File: src/rtl/spatz_issue_scheduler.sv
// spatz_issue_scheduler: one-entry issue buffer with a vector-register write scoreboard and per-unit outstanding limits
module spatz_issue_scheduler #(
  parameter int NrVRegs        = 32,
  parameter int MaxOutstanding = 4,
  parameter int IdWidth        = 3
) (
  input  logic               clk_i,
  input  logic               rst_i,
  input  logic               req_valid_i,
  output logic               req_ready_o,
  input  logic [1:0]         req_unit_i,
  input  logic [IdWidth-1:0] req_id_i,
  input  logic [4:0]         req_vd_i,
  input  logic [4:0]         req_vs1_i,
  input  logic [4:0]         req_vs2_i,
  input  logic               req_use_vd_i,
  input  logic               req_use_vs1_i,
  input  logic               req_use_vs2_i,
  output logic [2:0]         fu_valid_o,
  input  logic [2:0]         fu_ready_i,
  output logic [IdWidth-1:0] iss_id_o,
  output logic [4:0]         iss_vd_o,
  input  logic [2:0]         done_valid_i,
  input  logic [2:0]         done_wb_i,
  input  logic [14:0]        done_vd_i,
  output logic               issued_o,
  output logic               busy_o,
  output logic [NrVRegs-1:0] sb_o
);
  localparam int CW = $clog2(MaxOutstanding + 1);
  typedef enum logic {EMPTY, HOLD} state_e;
  typedef struct packed {
    logic [1:0]         unit;
    logic [IdWidth-1:0] id;
    logic [4:0]         vd;
    logic [4:0]         vs1;
    logic [4:0]         vs2;
    logic               use_vd;
    logic               use_vs1;
    logic               use_vs2;
  } req_t;
  state_e state_q, state_d;
  req_t req_q, req_d;
  logic [NrVRegs-1:0] sb_q, sb_d;
  logic [CW-1:0] cnt_q [3];
  logic [CW-1:0] cnt_d [3];
  logic [2:0] fu_sel, cnt_full, cnt_nz;
  logic hold, hazard, cap, dispatch, accept;
  always_comb begin
    for (int u = 0; u < 3; u++) begin
      fu_sel[u]   = req_q.unit == 2'(u);
      cnt_full[u] = cnt_q[u] == CW'(MaxOutstanding);
      cnt_nz[u]   = cnt_q[u] != '0;
    end
    hold     = state_q == HOLD;
    hazard   = (req_q.use_vs1 && sb_q[req_q.vs1]) || (req_q.use_vs2 && sb_q[req_q.vs2]) ||
               (req_q.use_vd && sb_q[req_q.vd]);
    cap      = |(fu_sel & cnt_full);
    fu_valid_o = (hold && !hazard && !cap) ? fu_sel : 3'b000;
    dispatch = hold && !hazard && (req_q.unit == 2'd3 || |(fu_valid_o & fu_ready_i));
    req_ready_o = !hold || dispatch;
    accept   = req_valid_i && req_ready_o;
    state_d  = accept ? HOLD : dispatch ? EMPTY : state_q;
    req_d    = accept ? req_t'{req_unit_i, req_id_i, req_vd_i, req_vs1_i, req_vs2_i,
                               req_use_vd_i, req_use_vs1_i, req_use_vs2_i} : req_q;
    for (int u = 0; u < 3; u++)
      cnt_d[u] = cnt_q[u] + CW'(dispatch && fu_sel[u]) - CW'(done_valid_i[u] && cnt_nz[u]);
    sb_d = sb_q;
    for (int u = 0; u < 3; u++)
      if (done_valid_i[u] && done_wb_i[u]) sb_d[done_vd_i[5*u +: 5]] = 1'b0;
    // Applied after the clears so a new writer's set beats an older writer's done
    if (dispatch && req_q.use_vd && req_q.unit != 2'd3) sb_d[req_q.vd] = 1'b1;
  end
  always_ff @(posedge clk_i or posedge rst_i) begin
    if (rst_i) begin
      state_q <= EMPTY;
      req_q   <= '0;
      sb_q    <= '0;
      for (int u = 0; u < 3; u++) cnt_q[u] <= '0;
    end else begin
      state_q <= state_d;
      req_q   <= req_d;
      sb_q    <= sb_d;
      for (int u = 0; u < 3; u++) cnt_q[u] <= cnt_d[u];
    end
  end
  assign iss_id_o = hold ? req_q.id : '0;
  assign iss_vd_o = hold ? req_q.vd : '0;
  assign issued_o = dispatch;
  assign busy_o   = hold || |cnt_nz;
  assign sb_o     = sb_q;
  // A done on an idle unit means the unit and the scheduler disagree on what is in flight
  done_on_idle_unit: assert property (@(posedge clk_i) disable iff (rst_i)
    (done_valid_i & ~cnt_nz) == 3'b000);
endmodule
File: config.mk
export PLATFORM = sky130hd
export DESIGN_NAME = spatz_issue_scheduler
export DESIGN_NICKNAME = d
export VERILOG_FILES = /design/src/rtl/spatz_issue_scheduler.sv
export SDC_FILE = /design/constraint.sdc
export NUM_CORES = 1
export LEC_CHECK = 0
export ABC_AREA = 0
export ABC_CLOCK_PERIOD_IN_PS = 8600
export CORE_MARGIN = 2
export CORE_UTILIZATION = 25
export CTS_CLUSTER_DIAMETER = 60
export DETAILED_ROUTE_END_ITERATION = 10
export PLACE_DENSITY_LB_ADDON = 0.15
export SETUP_SLACK_MARGIN = 0.1
export SYNTH_ARGS = -nofsm -noshare
export SYNTH_HDL_FRONTEND = slang
export SYNTH_SLANG_ARGS = --single-unit
File: constraint.sdc
create_clock -name clk_i -period 8.6 [get_ports clk_i]
set_clock_uncertainty 0.15 [all_clocks]
set_input_delay 1.72 -clock clk_i [delete_from_list [all_inputs] [get_ports clk_i]]
set_output_delay 1.72 -clock clk_i [all_outputs]
set_load 0.01 [all_outputs]
Yosys cells after proc, flatten, opt, wreduce, memory -nomap -nowiden --
Index checks and enable logic that the tools add are counted.
Cells by class: reduce and logical (&&, ||, !) cells 38, bitwise gates (word level) 9, $add $sub $neg 6, $lt $le $gt $ge 10, equal/unequal tests 7, muxes and demuxes 23
Operator list (number):
- two-way mux 32 bit | 4
- AND 32 bit | 3
- inverter 32 bit | 3
- less-than comparator 5 x 6 -> 1 bit (second input constant) | 6
- bitwise OR 32 bit | 1
- logical AND 1 bit | 22
- demux 1 bit (select 5 bit) | 4
- >= comparator 5 x 1 -> 1 bit (second input constant) | 4
- binary-select mux 1 bit (select 5 bit) | 3
- adder 3 x 1 -> 3 bit | 3
- == test 3 bit (second input constant) | 3
- two-way mux 1 bit | 9
- nonzero test 3 bit | 3
- OR reduction 3 bit | 3
- subtractor 3 x 1 -> 3 bit | 3
- AND 3 bit | 2
- two-way mux 3 bit | 2
- logical OR 1 bit | 5
- two-way mux 5 bit | 1
- == test 2 bit (second input constant) | 2
- logical NOT 1 bit | 3
- == test 2 x 1 -> 1 bit (second input constant) | 1
- logical NOT 2 bit | 1
- inequality test 2 bit (second input constant) | 1
- nonzero test 2 bit | 1
Word-level totals: register bits after elaboration 65, word-level logic and storage cells 106, bits of input ports 50, output and inout bits 46

Longest topological paths before layout --
Gate-level depths: netlist of run 1.
word-level depth 16, mapped depth 16, mapped depth without buffers 13

Worst setup path after synthesis of run 1 --
OpenSTA, ideal clock, no wires.
path kind reg2out, start register req_q[8] (netlist name), end output fu_valid_o[1], buffers on the path 3, stages on the path, launching flop included 10, arrival time 2.496 ns, required time 6.730 ns, path slack 4.234 ns, cells stage by stage dfrtp_1 > buf_2 > mux4_2 > mux2_2 > a2bb2oi_1 > a32oi_2 > o2111ai_1 > buf_2 > clkbuf_1 > nor3b_1
Between the ends: word-level cells in the longest chain between the ends 9
Ends and longest elaborated chain:
- start: declaration | line 43 | req_t req_q, req_d;
- start signal: assignment | line 82 | req_q <= req_d;
- binary-select mux 1 bit (select 5 bit) | line 56 | hazard = (req_q.use_vs1 && sb_q[req_q.vs1]) || (req_q.use_vs2 && sb_q[req_q.vs2]) ||
- two-way mux 1 bit (implied by the code) | line 56
- logical AND 1 bit | line 56
- logical OR 1 bit (2 in a row) | line 56
- logical NOT 1 bit | line 59 | fu_valid_o = (hold && !hazard && !cap) ? fu_sel : 3'b000;
- logical AND 1 bit (2 in a row) | line 59
- two-way mux 3 bit | line 59
- end: declaration | line 19 | output logic [2:0] fu_valid_o,
No other way between the ends. The select of a mux whose other input is x is not followed.

Worst setup path after layout of run 1 --
start register req_q[14] (netlist name), end output fu_valid_o[1]
Between the ends: word-level cells in the longest chain between the ends 8
Ends and longest elaborated chain:
- binary-select mux 1 bit (select 5 bit) | line 57 | (req_q.use_vd && sb_q[req_q.vd]);
- two-way mux 1 bit (implied by the code) | line 57
- logical AND 1 bit | line 57
- logical OR 1 bit | line 56
- logical NOT 1 bit | line 59
- logical AND 1 bit (2 in a row) | line 59
- two-way mux 3 bit | line 59
No other way between the ends. The select of a mux whose other input is x is not followed.

==> results of run 1 <==
## registers in the layout, summed over array words and instances (netlist names)
signal	cells
cnt_q	9
req_q	23
sb_o	32
hold	1
## layout make-up
class | instances | area [um2]
Clock buffer | 12 | 267
Multi-Input combinational cell | 357 | 2740
Clock inverter | 2 | 13.8
Timing Repair Buffer | 98 | 973
Tap cell | 229 | 287
Sequential cell | 65 | 1630
Fill cell | 1861 | 11900
Inverter | 19 | 71.3
## power groups by stage
stage | Clock [mW] | Combinational [mW] | Sequential [mW]
4_1_cts | 0.355 | 1.02 | 0.722
6_report | 0.345 | 1.01 | 0.723
3_5_place_dp | 0 | 1.01 | 0.726
3_3_place_gp | 0 | 0.995 | 0.724
2_1_floorplan | 0 | 0.762 | 0.553
5_1_grt | 0.366 | 1.11 | 0.755
## kinds of logic (layout without fill, tap and decap cells)
| group | count (synthesis) | after routing | share of synthesized area (%) |
|---|---|---|---|
| xor+xnor | 6 | 6 | 1.15 |
| flops | 65 | 65 | 35.7 |
| fa+ha+maj | 9 | 9 | 2.97 |
| buf+inv | 47 | 131 | 4.45 |
| compound gates | 87 | 87 | 14.5 |
| simple gates | 197 | 197 | 22.4 |
| mux | 58 | 58 | 18.9 |
## metal layers
metal | vias up | global-route usage [%] | part of all wire [%]
li1 | 1937 | - | -
met1 | 2144 | 24.3 | 46
met2 | 142 | 28.2 | 47
met3 | 22 | 3.38 | 4.9
met4 | 0 | 5.74 | 1.7
met5 | - | 0 | 0
## critical path, cell delays in order, from the launching register on
cell and delay (ps):
dfrtp_1 970, mux4_2 600, a32o_1 290, o41ai_4 470, o2111ai_2 170, buf_4 270, nor3b_1 220, clkdlybuf4s50_1 560
## Yosys cell counts, drive strengths merged (5+ instances only)
| master | n |
|---|---|
| and3 | 5 |
| buf | 12 |
| inv | 19 |
| a22oi | 32 |
| clkbuf | 16 |
| nor2b | 7 |
| mux2i | 14 |
| nor3 | 11 |
| dfrtp | 65 |
| and2 | 6 |
| xnor2 | 5 |
| nand4 | 5 |
| nand2 | 54 |
| nor3b | 17 |
| o21ai | 20 |
| o41ai | 15 |
| ha | 6 |
| nand3 | 46 |
| mux4 | 20 |
| mux2 | 24 |
| nor2 | 23 |
| or3 | 6 |
## how the worst max path moves through the flow
stage	slack (ps)	depth (start not counted)	to
floorplan	4230	9	fu_valid_o[1]
global placement	3220	8	issued_o
detailed placement	3150	8	issued_o
CTS	2780	7	fu_valid_o[1]
global route	2660	7	fu_valid_o[1]
finish	2820	7	fu_valid_o[1]
## through the flow
stage / total power, mW / util, %
after global routing: 2.23 / 33.4
after detailed placement: 1.74 / 31.8
after CTS: 2.10 / 33.4
after floorplan: 1.32 / -
after global placement: 1.72 / 31.8
final: 2.08 / 33.4
==> impl_summary.log, run 1 <==
INFO  metric power.internal = between 1 and 1.5 mW
INFO  metric post_route_minimum_period = a little under 6000 ps
INFO  metric global_route.overflow_total = 0
INFO  metric cts.sinks = 65
INFO  metric finalNonFillerCells = between 700 and 800
INFO  metric place.port_buffers = 95
INFO  metric fp.dieH = 139 um
INFO  metric ys_ff_latch = between 60 and 70
INFO  metric dieArea = between 15000 and 20000 um2
INFO  metric core_area = 17900 um2
INFO  metric path_class = flop to primary output
INFO  metric share_of_synthesized_area_occupied_by_flip_flops_and_latches = 35.7%
INFO  metric crit-reg2reg-capture = cnt_q[5]
INFO  metric final_antenna_net_count = 0
INFO  metric synth_top_area_share = 35.7%
INFO  metric critPathCaptureType = primary output
INFO  metric cp-startpoint = req_q[14]
INFO  metric grt_antenna_before_repair = 0
INFO  metric grt_first_pass_wirelength = 26.4 mm
INFO  metric fin_setup_tns = 0 ps
INFO  metric dr_total_vias = between 4000 and 5000
INFO  metric design.portCount = between 90 and 100
INFO  metric gp_routability_congestion = between 0.8 and 0.9
INFO  metric power_density = 348 nW/um2
INFO  metric synth_area = around 4600 um2
INFO  metric postCtsHoldBufs = 0
INFO  metric die_width = between 100 and 150 um
INFO  metric pwr-share-clk = between 10% and 20%
INFO  metric timing.final.crit_share = slightly below 70%
INFO  metric rr_startpoint = req_q[14]
INFO  metric h-tree-depth = 3
INFO  metric maxCapViolCount = 1
INFO  metric vdd_ir_drop_max = about 120 uV
INFO  metric hpwlAfterDp = between 10 and 15 mm
INFO  metric violated_checks = capacitance limit, slew limit
INFO  metric post_synth_inst_count = ~470
INFO  metric drt-total-wl = about 17 mm
INFO  metric relSlewSlack = -0.982%
INFO  metric cp_max_fo = 38
INFO  metric drtPass1Iterations = 6
INFO  metric post_synth.cell_area_avg = slightly below 10 um2
INFO  metric timing_worst_slew_pin_value = roughly 1500 ps
INFO  metric synth-async-reset-ratio = 100%
INFO  metric dp_worst_setup_slack = approximately 3200 ps
INFO  metric wl_per_cell = 21.5 um
INFO  metric insertion_delay = roughly 340 ps
INFO  metric min_to = req_q[20]
INFO  metric grt_setup_unrepaired = no
INFO  metric cts.reportedPaths.clkPinSlew = 50 ps
INFO  metric clockRootBuffer = clkbuf_16
INFO  metric cellLeakagePower = 2.21 nW
INFO  metric regToRegSetupSlack = 3860 ps
INFO  metric dp.cells = between 700 and 800
INFO  metric synth_ff_type = dfrtp_1
INFO  metric slew_limit_fails = 9
INFO  metric hold_path.class = flop to flop
INFO  metric area.growth.synth_to_final = 31.2%
INFO  metric hold_ws = between 300 and 400 ps
INFO  metric post-synth-top-area-cell = dfrtp_1
INFO  metric number_of_global_route_vias_before_repair = about 4400
INFO  metric net-switching-power = 0.896 mW
INFO  metric endpoints_failing_hold = 0
INFO  metric placement.cell_area = between 5000 and 6000 um2
INFO  metric fin_ws = 2820 ps
INFO  metric power_switching_share = between 40 and 50%
INFO  metric grt_use_total = around 18%
INFO  metric netlist_top_cells_area = dfrtp_1 (36%), mux4_2 (9.9%), mux2_2 (5.4%)
INFO  metric finalSetupViolCount = 0
INFO  metric most-common-layout-cells = clkdlybuf4s50_1 (95), dfrtp_1 (65), nand2_1 (54)
INFO  metric synth_edf_count = 0
INFO  metric startpoint_type = flop
INFO  metric cts.repair.resized = 0
INFO  metric clock.fmax = ~0.17 GHz
INFO  metric comb_power_share = between 40% and 50%
INFO  metric postCtsSetupBuffers = 0
INFO  metric fin_nets = approximately 600
INFO  metric grt_max_degree = 66
INFO  metric seq_power_share = 34.7%
INFO  metric synthDistinctLibCells = roughly 50
INFO  metric run_status = finished with violations
INFO  metric antenna_cells = 0
INFO  metric floorplan.initialDensity = around 25%
INFO  metric stdcell_area = 5980 um2
INFO  metric worst_hold_path.num_cells = 1
INFO  metric rows = between 40 and 50
INFO  metric crit_arrival = a little under 4000 ps
INFO  metric drive_gt1_share = 12.7%
INFO  metric tritoncts = done
INFO  metric final_common_cell = clkdlybuf4s50_1
INFO  metric cts_buffers = 9
INFO  metric synth-warning-count = 0
INFO  metric post-route-drc-count = 0
INFO  metric timing.reg2reg.worst_path_depth = 13
INFO  metric clock_tree.buffer_depth = 2
INFO  metric worst-endpoint-required = 6730 ps
INFO  metric postSynthNetCount = ~530
INFO  metric routed_via_density = 5.43
INFO  metric min_from = req_q[20]
INFO  metric drt_iter0_drc = 324
Power figures use the tool's default switching activity.
==> run 2: changes to the inputs <==
--- a/config.mk
+++ b/config.mk
@@ -6,7 +6,7 @@
 export NUM_CORES = 1
 export LEC_CHECK = 0
 export ABC_AREA = 0
-export ABC_CLOCK_PERIOD_IN_PS = 8600
+export ABC_CLOCK_PERIOD_IN_PS = 6070
 export CORE_MARGIN = 2
 export CORE_UTILIZATION = 25
 export CTS_CLUSTER_DIAMETER = 60
==> constraint.sdc (replaced) <==
create_clock -name clk_i -period 6.07 [get_ports clk_i]
set_clock_uncertainty 0.15 [all_clocks]
set_input_delay 1.214 -clock clk_i [delete_from_list [all_inputs] [get_ports clk_i]]
set_output_delay 1.214 -clock clk_i [all_outputs]
set_load 0.01 [all_outputs]
==> run 2 against run 1 <==
Count of clock-buffer cells in the layout fell by 1. First-iteration DRC count fell by 22%. Final cell count rose by 0.26%. The run now ends clean. Largest cell class unchanged. Flip-flop and latch count did not move. Sequential share of layout area barely moved.
==> impl_summary.log, run 2 (synthesis results as in run 1) <==
INFO  metric run_status = finished clean
INFO  metric grt_use_total = 17.7% (about the same)
INFO  metric tritoncts = done
INFO  metric gp_routability_congestion = 0.919 (+5.4%)
INFO  metric top_usage_layer = met2
INFO  metric relSlewSlack = 9.31% (+10 points)
INFO  metric cts_buffers = 9 (unchanged)
INFO  metric drive_gt1_share = 12.8% (+0.13 points)
INFO  metric grt_max_degree = 66 (unchanged)
INFO  metric endpoints_failing_hold = 0 (unchanged)
INFO  metric floorplan.initialDensity = 25.5% (unchanged)
INFO  metric cp_max_fo = 38 (unchanged)
INFO  metric final_common_cell = clkdlybuf4s50_1
INFO  metric hold_path.class = flop to flop
INFO  metric power_density = 493 nW/um2 (+42%)
INFO  metric hpwlAfterDp = 12.5 mm (-0.12%)
INFO  metric dr_total_vias = 4257 (+0.28%)
INFO  metric number_of_global_route_vias_before_repair = 4452 (+1.3%)
INFO  metric fin_setup_tns = 0 ps (unchanged)
INFO  metric cellLeakagePower = 2.20 nW (-0.24%)
INFO  metric post_route_minimum_period = approximately 5200 ps
INFO  metric postCtsHoldBufs = 0 (unchanged)
INFO  metric design.portCount = 96 (unchanged)
INFO  metric clock.fmax = about 0.19 GHz
INFO  metric finalSetupViolCount = 0 (unchanged)
INFO  metric vdd_ir_drop_max = 193 uV (+60%)
INFO  metric grt_util_met1 = 23.7% (-0.65 points)
INFO  metric cts.reportedPaths.clkPinSlew = 60 ps (about the same)
INFO  metric grt_setup_unrepaired = no
INFO  metric area.growth.synth_to_final = 31.1%
INFO  metric fin_nets = 609 (unchanged)
INFO  metric final_antenna_net_count = 0 (unchanged)
INFO  metric slew_limit_fails = 0 (-9)
INFO  metric global_route.overflow_total = 0 (unchanged)
INFO  metric clock_tree.buffer_depth = 2 (unchanged)
INFO  metric timing_worst_slew_pin_value = 1360 ps (-154 ps)
INFO  metric clockRootBuffer = clkbuf_16
INFO  metric cts.repair.resized = 0 (unchanged)
INFO  metric drt-total-wl = 16.8 mm (about the same)
INFO  metric routed_via_density = 5.43 (about the same)
INFO  metric grt_antenna_before_repair = 0 (unchanged)
INFO  metric rows = 49 (unchanged)
INFO  metric place.port_buffers = 95 (unchanged)
INFO  metric post-route-drc-count = 0 (unchanged)
INFO  metric startpoint_type = flop
INFO  metric crit_arrival = 3860 ps (-50 ps)
INFO  metric h-tree-depth = 3 (unchanged)
INFO  metric worst-endpoint-required = 4710 ps (-2020 ps)
INFO  metric drt_iter0_drc = 253 (-22%)
INFO  metric drtPass1Iterations = 5 (-1)
INFO  metric insertion_delay = 340 ps (about the same)
INFO  metric cts.sinks = 65 (unchanged)
INFO  metric antenna_cells = 0 (unchanged)
INFO  metric critPathCaptureType = primary output
INFO  metric layout.core_utilization = 33.4% (-0.035 points)
INFO  metric maxCapViolCount = 0 (-1)
INFO  metric grtUsageMet2 = 28.4% (+0.29 points)
INFO  metric grt_first_pass_wirelength = 26.2 mm (-0.86%)
INFO  metric core_area = 17900 um2 (unchanged)
INFO  metric most-common-layout-cells = clkdlybuf4s50_1 (95), dfrtp_1 (65), nand2_1 (54)
INFO  metric max_ffs_per_register = 32 (unchanged)
INFO  metric wl_per_cell = 21.5 um (-0.19%)
INFO  metric dieArea = 19300 um2 (unchanged)
INFO  metric postCtsSetupBuffers = 0 (unchanged)
INFO  metric fp.dieH = 139 um (unchanged)
INFO  metric die_width = 139 um (unchanged)
INFO  metric groute.layer.met3.usage = 4.14% (+0.76 points)
INFO  metric path_class = flop to primary output
INFO  metric timing.final.crit_share = a little under nine tenths
-- run 2: cell type report --
class	count	area (um2)
Clock buffer	11	243
Sequential cell	65	1630
Timing Repair Buffer	98	973
Tap cell	229	287
Inverter	19	71.3
Fill cell	1859	11900
Multi-Input combinational cell	357	2740
Clock inverter	5	31.3
-- run 2: stage by stage --
stage / setup slack, ps / cells / cell area, um2 / hold slack, ps / power (mW)
after floorplan: 2210 / 469 / 4560 / 306 / 1.86
after global placement: 1290 / 768 / 5700 / 323 / 2.44
after detailed placement: 1230 / 768 / 5700 / 328 / 2.47
after CTS: 848 / 784 / 5970 / 341 / 2.96
after global routing: 611 / 784 / 5970 / 355 / 3.15
final: 847 / 784 / 5970 / 336 / 2.95
-- run 2: worst max-delay path, cell delays in order, from the launching register on --
cell             delay, ps
dfrtp_1                960
mux4_2                 600
a32o_1                 290
o41ai_4                440
o2111ai_2              170
buf_4                  270
nor3b_1                210
clkdlybuf4s50_1        560
-- run 2: power by group --
part / total (mW) / internal [mW] / switching (mW)
clock network: 0.483 / 0.286 / 0.197
logic: 1.43 / 0.756 / 0.677
registers: 1.03 / 0.617 / 0.413
-- run 2: layer usage --
metal,wire [um],share of wire [%]
met1,7660,46
met2,7910,47
met3,971,5.8
met4,292,1.7
met5,0,0
-- run 2: final timing paths --
check | start | to | slack [ps] | depth (start not counted)
min in group asynchronous | rst_i | req_q[1] | 1300 | 3
max | req_q[14] | fu_valid_o[1] | 850 | 7
min reg2reg | req_q[20] | req_q[20] | 340 | 1
max in group asynchronous | rst_i | sb_o[26] | 3930 | 3
min | req_q[20] | req_q[20] | 340 | 1
max reg2reg | req_q[14] | cnt_q[5] | 1390 | 13
